$ cat config.mk
export PLATFORM = sky130hd
export DESIGN_NAME = wash_cycle_controller_flat
export DESIGN_NICKNAME = d
export VERILOG_FILES = /design/src/rtl/wash_cycle_controller_pkg.sv /design/src/rtl/wash_cycle_controller_if.sv /design/src/rtl/wash_cycle_controller_phase_timer.sv /design/src/rtl/wash_cycle_controller.sv /design/src/flat_wrapper.sv
export SDC_FILE = /design/constraint.sdc
export NUM_CORES = 1
export LEC_CHECK = 0
export CAP_MARGIN = 0
export CORE_UTILIZATION = 30
export DETAILED_ROUTE_END_ITERATION = 10
export HOLD_SLACK_MARGIN = 0.05
export SLEW_MARGIN = 10
export SYNTH_ARGS = -nofsm -noshare
export SYNTH_HDL_FRONTEND = slang
export SYNTH_SLANG_ARGS = --single-unit
$ cat constraint.sdc
create_clock -name clock -period 2.9 [get_ports clock]
set_input_delay 0.87 -clock clock [delete_from_list [all_inputs] [get_ports clock]]
set_output_delay 0.87 -clock clock [all_outputs]
set_load 0.02 [all_outputs]
$ cat src/rtl/wash_cycle_controller_pkg.sv
// wm_pkg: state codes shared by the wash cycle controller, its interface and the bench.
package wm_pkg;
    localparam int STATE_W = 4;
    typedef enum logic [STATE_W-1:0] {
        IDLE  = 4'd0,
        FILL  = 4'd1,
        WASH  = 4'd2,
        DRAIN = 4'd3,
        RINSE = 4'd4,
        SPIN  = 4'd5,
        DONE  = 4'd6,
        FAULT = 4'd7
    } state_t;
endpackage

$ cat src/rtl/wash_cycle_controller_if.sv
// wash_cycle_controller_if: front-panel/sensor inputs and state/status outputs of the controller.
interface wash_cycle_controller_if #(parameter int PRICE = 2);
    import wm_pkg::*;
    logic                         sig_Coin;
    logic                         sig_Lid_Closed;
    logic                         sig_Cancel;
    logic                         sig_Out_Of_Balance;
    logic                         sig_Motor_Failure;
    logic [STATE_W-1:0]           state;
    logic [$clog2(PRICE+1)-1:0]   credit;
    logic                         paused;
    logic                         fault;
    modport master (
        output sig_Coin, sig_Lid_Closed, sig_Cancel, sig_Out_Of_Balance, sig_Motor_Failure,
        input  state, credit, paused, fault
    );
    modport slave (
        input  sig_Coin, sig_Lid_Closed, sig_Cancel, sig_Out_Of_Balance, sig_Motor_Failure,
        output state, credit, paused, fault
    );
endinterface

$ cat src/rtl/wash_cycle_controller_phase_timer.sv
// wm_phase_timer: loadable down-counter that holds at zero; zero flags the last cycle of a phase.
module wm_phase_timer #(
    parameter int TMR_W = 16
) (
    input  logic             clock,
    input  logic             reset_n,
    input  logic             load,
    input  logic [TMR_W-1:0] load_val,
    input  logic             en,
    output logic             zero
);
    logic [TMR_W-1:0] r_cnt;
    assign zero = (r_cnt == '0);
    always_ff @(posedge clock or negedge reset_n) begin
        if (!reset_n) r_cnt <= '0;
        else if (load) r_cnt <= load_val;
        else if (en && !zero) r_cnt <= r_cnt - 1'b1;
    end
endmodule

$ cat src/rtl/wash_cycle_controller.sv
// wash_cycle_controller: coin-operated wash sequencer with lid pause, rinse passes,
// spin rebalance retries and a latched fault state.
module wash_cycle_controller
    import wm_pkg::*;
#(
    parameter int PRICE     = 2,
    parameter int T_FILL    = 8,
    parameter int T_WASH    = 16,
    parameter int T_DRAIN   = 8,
    parameter int T_RINSE   = 8,
    parameter int T_SPIN    = 12,
    parameter int N_RINSE   = 2,
    parameter int MAX_REBAL = 2,
    parameter int TMR_W     = 16
) (
    input  logic                   clock,
    input  logic                   reset_n,
    wash_cycle_controller_if.slave bus
);
    localparam int CW = $clog2(PRICE + 1);
    localparam int RW = $clog2(N_RINSE + 2);
    localparam int BW = $clog2(MAX_REBAL + 1);

    state_t           r_state, w_next;
    logic [CW-1:0]    r_credit, w_credit;
    logic [RW-1:0]    r_rinse, w_rinse;
    logic [BW-1:0]    r_rebal, w_rebal;
    logic             r_coin_q, r_flag, w_flag, r_paused, r_fault;
    logic             w_pause, w_load, w_zero, w_edge;
    logic [TMR_W-1:0] w_load_val;

    assign w_edge = bus.sig_Coin & ~r_coin_q;

    wm_phase_timer #(.TMR_W(TMR_W)) u_timer (
        .clock    (clock),
        .reset_n  (reset_n),
        .load     (w_load),
        .load_val (w_load_val),
        .en       (~w_pause),
        .zero     (w_zero)
    );

    always_comb begin
        w_next     = r_state;
        w_credit   = r_credit;
        w_rinse    = r_rinse;
        w_rebal    = r_rebal;
        w_flag     = r_flag;
        w_pause    = 1'b0;
        w_load     = 1'b0;
        w_load_val = '0;
        case (r_state)
            IDLE: begin
                if (bus.sig_Cancel) w_credit = '0;
                else if (r_credit == CW'(PRICE) && bus.sig_Lid_Closed) begin
                    w_next     = FILL;
                    w_credit   = '0;
                    w_load     = 1'b1;
                    w_load_val = TMR_W'(T_FILL - 1);
                end else if (w_edge && r_credit != CW'(PRICE)) w_credit = r_credit + 1'b1;
            end
            DONE:  if (!bus.sig_Lid_Closed) w_next = IDLE;
            FAULT: if (bus.sig_Cancel) w_next = IDLE;
            FILL, WASH, DRAIN, RINSE, SPIN: begin
                if (bus.sig_Motor_Failure && r_state inside {WASH, RINSE, SPIN}) w_next = FAULT;
                else if (bus.sig_Cancel && r_state != DRAIN) begin
                    w_next     = DRAIN;
                    w_flag     = 1'b1;
                    w_load     = 1'b1;
                    w_load_val = TMR_W'(T_DRAIN - 1);
                end else begin
                    // a cancel during DRAIN only marks the cycle; the drain itself runs to completion
                    w_flag = r_flag | bus.sig_Cancel;
                    if (!bus.sig_Lid_Closed) w_pause = 1'b1;
                    else if (r_state == SPIN && bus.sig_Out_Of_Balance) begin
                        w_rebal = r_rebal + 1'b1;
                        if (w_rebal == BW'(MAX_REBAL)) w_next = FAULT;
                        else begin
                            w_load     = 1'b1;
                            w_load_val = TMR_W'(T_SPIN - 1);
                        end
                    end else if (w_zero) begin
                        w_load = 1'b1;
                        case (r_state)
                            FILL: begin
                                w_next     = WASH;
                                w_load_val = TMR_W'(T_WASH - 1);
                            end
                            WASH, RINSE: begin
                                w_next     = DRAIN;
                                w_load_val = TMR_W'(T_DRAIN - 1);
                            end
                            SPIN: w_next = DONE;
                            default: begin
                                if (w_flag) w_next = DONE;
                                else if (r_rinse < RW'(N_RINSE)) begin
                                    w_next     = RINSE;
                                    w_rinse    = r_rinse + 1'b1;
                                    w_load_val = TMR_W'(T_RINSE - 1);
                                end else begin
                                    w_next     = SPIN;
                                    w_rebal    = '0;
                                    w_load_val = TMR_W'(T_SPIN - 1);
                                end
                            end
                        endcase
                    end
                end
            end
            default: w_next = IDLE;
        endcase
        if (w_next == IDLE) begin
            w_flag  = 1'b0;
            w_rinse = '0;
            w_rebal = '0;
        end
    end

    // paused reports that the previous cycle was frozen by an open lid
    always_ff @(posedge clock or negedge reset_n) begin
        if (!reset_n) begin
            r_state  <= IDLE;
            r_credit <= '0;
            r_rinse  <= '0;
            r_rebal  <= '0;
            r_flag   <= 1'b0;
            r_coin_q <= 1'b0;
            r_paused <= 1'b0;
            r_fault  <= 1'b0;
        end else begin
            r_state  <= w_next;
            r_credit <= w_credit;
            r_rinse  <= w_rinse;
            r_rebal  <= w_rebal;
            r_flag   <= w_flag;
            r_coin_q <= bus.sig_Coin;
            r_paused <= w_pause;
            r_fault  <= (w_next == FAULT);
        end
    end

    assign bus.state  = r_state;
    assign bus.credit = r_credit;
    assign bus.paused = r_paused;
    assign bus.fault  = r_fault;
endmodule

$ cat src/flat_wrapper.sv
// flat-port wrapper written by rule: the top's interface ports become plain ports
module wash_cycle_controller_flat import wm_pkg::*;
#(
    parameter int PRICE     = 2,
    parameter int T_FILL    = 8,
    parameter int T_WASH    = 16,
    parameter int T_DRAIN   = 8,
    parameter int T_RINSE   = 8,
    parameter int T_SPIN    = 12,
    parameter int N_RINSE   = 2,
    parameter int MAX_REBAL = 2,
    parameter int TMR_W     = 16
)
  (clock, reset_n, bus_sig_Coin, bus_sig_Lid_Closed, bus_sig_Cancel, bus_sig_Out_Of_Balance, bus_sig_Motor_Failure, bus_state, bus_credit, bus_paused, bus_fault);
  wash_cycle_controller_if #(.PRICE(PRICE)) bus_i ();
  input  logic clock;
  input  logic reset_n;
  input wire logic [$bits(bus_i.sig_Coin)-1:0] bus_sig_Coin;
  input wire logic [$bits(bus_i.sig_Lid_Closed)-1:0] bus_sig_Lid_Closed;
  input wire logic [$bits(bus_i.sig_Cancel)-1:0] bus_sig_Cancel;
  input wire logic [$bits(bus_i.sig_Out_Of_Balance)-1:0] bus_sig_Out_Of_Balance;
  input wire logic [$bits(bus_i.sig_Motor_Failure)-1:0] bus_sig_Motor_Failure;
  output wire logic [$bits(bus_i.state)-1:0] bus_state;
  output wire logic [$bits(bus_i.credit)-1:0] bus_credit;
  output wire logic [$bits(bus_i.paused)-1:0] bus_paused;
  output wire logic [$bits(bus_i.fault)-1:0] bus_fault;
  assign bus_i.sig_Coin = bus_sig_Coin;
  assign bus_i.sig_Lid_Closed = bus_sig_Lid_Closed;
  assign bus_i.sig_Cancel = bus_sig_Cancel;
  assign bus_i.sig_Out_Of_Balance = bus_sig_Out_Of_Balance;
  assign bus_i.sig_Motor_Failure = bus_sig_Motor_Failure;
  assign bus_state = bus_i.state;
  assign bus_credit = bus_i.credit;
  assign bus_paused = bus_i.paused;
  assign bus_fault = bus_i.fault;
  wash_cycle_controller #(.PRICE(PRICE), .T_FILL(T_FILL), .T_WASH(T_WASH), .T_DRAIN(T_DRAIN), .T_RINSE(T_RINSE), .T_SPIN(T_SPIN), .N_RINSE(N_RINSE), .MAX_REBAL(MAX_REBAL), .TMR_W(TMR_W)) u_core (.clock(clock), .reset_n(reset_n), .bus(bus_i));
endmodule
==> metrics.txt <==
total global-route track usage=0.144; Worst VDD drop=0.000235 V; I/O pins=15; first-pass GRT wire length=7330 um; Initial Util=0.317; DRC=0; clock skew=0.00308 ns; htree depth=2; reg2reg end=u_core.r_rebal[0]; max_cap viols=0; Setup WS pre-CTS=-0.0732 ns; Final WS setup=0.219 ns; Post-Syn Instances=roughly 210; Filler Cells Inserted=598; pwr/cell area=614 nW/um^2; CTS buffer count=5; Post-synth EDFFs=0; WL/cell=~14 um; worst hold slack=0.503 ns; sequential-to-total area share from yosys stat=0.392; Mean Syn Cell Area=8.94 sq um; Clock transition at path regs=0.07 ns; drt first pass iters=4; hold crit path type=flip-flop to flip-flop; Req. time, crit path=3.07 ns; LEAKAGE=0.913 nW; CTS max path bufs=2; dpl hpwl=3170 um; CTS tree=built; Remaining Overflow, GRT=0; RSZ-0062 raised after global routing=no; outcome=completed; R2R cell count=8; clk root buf=clkbuf_8; gpl congestion=around 0.83; Fin Setup TNS=0 ns; detailed-route via count=about 1700; final hold violation count=0; post-synth cell types=58; hold path start=u_core.r_rebal[0]; layout cells sized above 1=0.168; Slew Limit Headroom=0.623; PortBufs=14; Most used DFF post-synth=dfrtp_1; vias in the first global route=1555; Post-layout nets=253; antenna violation net count after detailed routing=0; Setup Viol. Count Final=0; cell count after placement=around 310; Async SR Flop Fraction=1.00; hold buffer count at CTS=0; syn nets=224; synthesis-stage register bit count=30; Final Cycle Share=0.924; Worst setup SP type=input pin; max-slew violation count=0; critical path fanouts, max=5; Hold Path Sink=u_core.r_rebal[0]; Worst R2R Start=u_core.u_timer.r_cnt[4]; Mapped Area=1910 sq um; crit path DAT=2.85 ns; vias per inst=around 5.3; max frequency=373 MHz; die area=6700 sq um; synth warn=0; WL final=4330 um; num rows=28; transition time of the tightest slew-check pin=0.562 ns; CP endpoint kind=flip-flop; largest net degree at the start of global routing=31; Die Ht=81.9 um; initial antenna violation count=0; DR iter-0 viols=161; core area=6030 sq um; Die Span X=81.9 um; P&R area growth vs syn=22.7%; Tmin final=2.68 ns; critical path type=input pin to flip-flop; Hold Path Cell Cnt=1; # clock sinks=30; Skew-Pair Late Insertion Delay=around 0.28 ns; Non-Filler Instances=about 320; antenna diode count=0; FF-to-FF setup slack=~0.29 ns
synthesized netlist by cell type (all sizes together), types with 2 or more instances:
cell | number | area share
dfrtp | 30 | 0.39
nor2 | 23 | 0.046
a21oi | 16 | 0.044
o21ai | 15 | 0.039
nand2 | 11 | 0.022
nor3 | 11 | 0.031
xnor2 | 10 | 0.046
nand2b | 8 | 0.026
nor2b | 8 | 0.026
clkbuf | 7 | 0.014
inv | 5 | 0.0098
nor4 | 5 | 0.027
or3 | 5 | 0.016
nor3b | 4 | 0.016
and3 | 3 | 0.0098
ha | 3 | 0.020
o22ai | 3 | 0.0098
or4 | 3 | 0.016
a21o | 2 | 0.012
a31oi | 2 | 0.0065
buf | 2 | 0.0065
mux2i | 2 | 0.010
nand3 | 2 | 0.0052
nand3b | 2 | 0.0078
nor4bb | 2 | 0.010
o2111ai | 2 | 0.0092
o211ai | 2 | 0.0078
o22a | 2 | 0.0092
or2 | 2 | 0.0065
xor2 | 2 | 0.0092
how the worst max path moves through the flow:
stage | startpoint | endpoint | depth (start not counted)
after global routing | bus_sig_Cancel | u_core.r_rebal[0] | 9
after global placement | bus_sig_Cancel | u_core.u_timer.r_cnt[2] | 8
after detailed placement | bus_sig_Cancel | u_core.u_timer.r_cnt[2] | 8
final | bus_sig_Cancel | u_core.u_timer.r_cnt[2] | 8
after floorplan | u_core.u_timer.r_cnt[0] | u_core.r_rebal[0] | 9
after CTS | u_core.u_timer.r_cnt[1] | u_core.r_rebal[0] | 11
flip-flops by register name, indices dropped and copies added (netlist names):
| signal | flops |
|---|---|
| u_core.u_timer.r_cnt | 16 |
| u_core.bus.state | 4 |
| u_core.bus.credit | 2 |
| u_core.r_rebal | 2 |
| u_core.r_rinse | 2 |
| u_core.bus.fault | 1 |
| u_core.bus.paused | 1 |
| u_core.r_coin_q | 1 |
| u_core.r_flag | 1 |
cell usage in the layout (no fill, tap or decap), types with 2 or more instances in the layout:
cell	count
dfrtp_1	30
nor2_1	22
buf_4	16
o21ai_0	15
a21oi_1	15
clkdlybuf4s50_1	14
nand2_1	11
nor3_1	10
xnor2_1	10
nor2b_1	8
nand2b_1	8
clkbuf_8	6
inv_1	5
or3_1	5
nor3b_1	4
and3_1	3
o22ai_1	3
nor4_1	3
ha_1	3
or4_4	2
nor4bb_1	2
nand3b_1	2
nand3_1	2
o2111ai_1	2
or2_2	2
o211ai_1	2
xor2_1	2
o22a_1	2
a31oi_1	2
mux2i_1	2
logic make-up after synthesis:
| family | after synthesis | synth area share |
|---|---|---|
| xor+xnor | 12 | 0.0549 |
| flops | 30 | 0.392 |
| fa+ha+maj | 3 | 0.0196 |
| buf+inv | 14 | 0.0301 |
| compound gates | 58 | 0.203 |
| mux | 2 | 0.0105 |
| simple gates | 94 | 0.288 |
| other cells | 1 | 0.00196 |
layer usage:
layer | GRT usage | vias up | wire (um)
met4 | 0.0737 | 0 | 102
li1 | - | 842 | -
met2 | 0.206 | 44 | 1950
met5 | 0 | - | 0
met1 | 0.198 | 797 | 2080
met3 | 0.0367 | 10 | 188
repair_timing:
action	in CTS	in global routing
setup endpoints to repair	0	2
hold endpoints to repair	0	0
setup buffers	0	0
gates resized for setup	0	1
cell type report:
cell class                      instances  area [sq um]  share of cell area
Timing Repair Buffer                   31           280               0.119
Clock buffer                            6          82.6              0.0352
Clock inverter                          2          12.5             0.00533
Sequential cell                        30           751               0.320
Inverter                                5          18.8             0.00800
Tap cell                               75          93.8              0.0400
Multi-Input combinational cell        170          1110               0.472
critical path: stages:
cell	delay (ns)
clkdlybuf4s50_1	0.54
nor2b_1	0.22
or3b_2	0.45
and3_1	0.21
a21bo_2	0.21
a21o_4	0.12
a31oi_1	0.05
o22a_1	0.18
per-stage QoR:
| stage | utilization | cell area, sq um | total power, mW |
|---|---|---|---|
| 3_3_place_gp | 0.373 | 2250 | 1.08 |
| 4_1_cts | 0.389 | 2340 | 1.45 |
| 5_1_grt | 0.390 | 2350 | 1.55 |
| 6_report | 0.390 | 2350 | 1.44 |
| 2_1_floorplan | - | 1910 | 0.953 |
| 3_5_place_dp | 0.373 | 2250 | 1.09 |
power breakdown:
part / leakage (nW) / internal (mW) / total (mW) / switching, mW
combinational: 0.476 / 0.220 / 0.442 / 0.223
clock: 0.0472 / 0.190 / 0.355 / 0.164
sequential: 0.390 / 0.528 / 0.644 / 0.116
No activity file was read; power rests on OpenSTA's default activity.
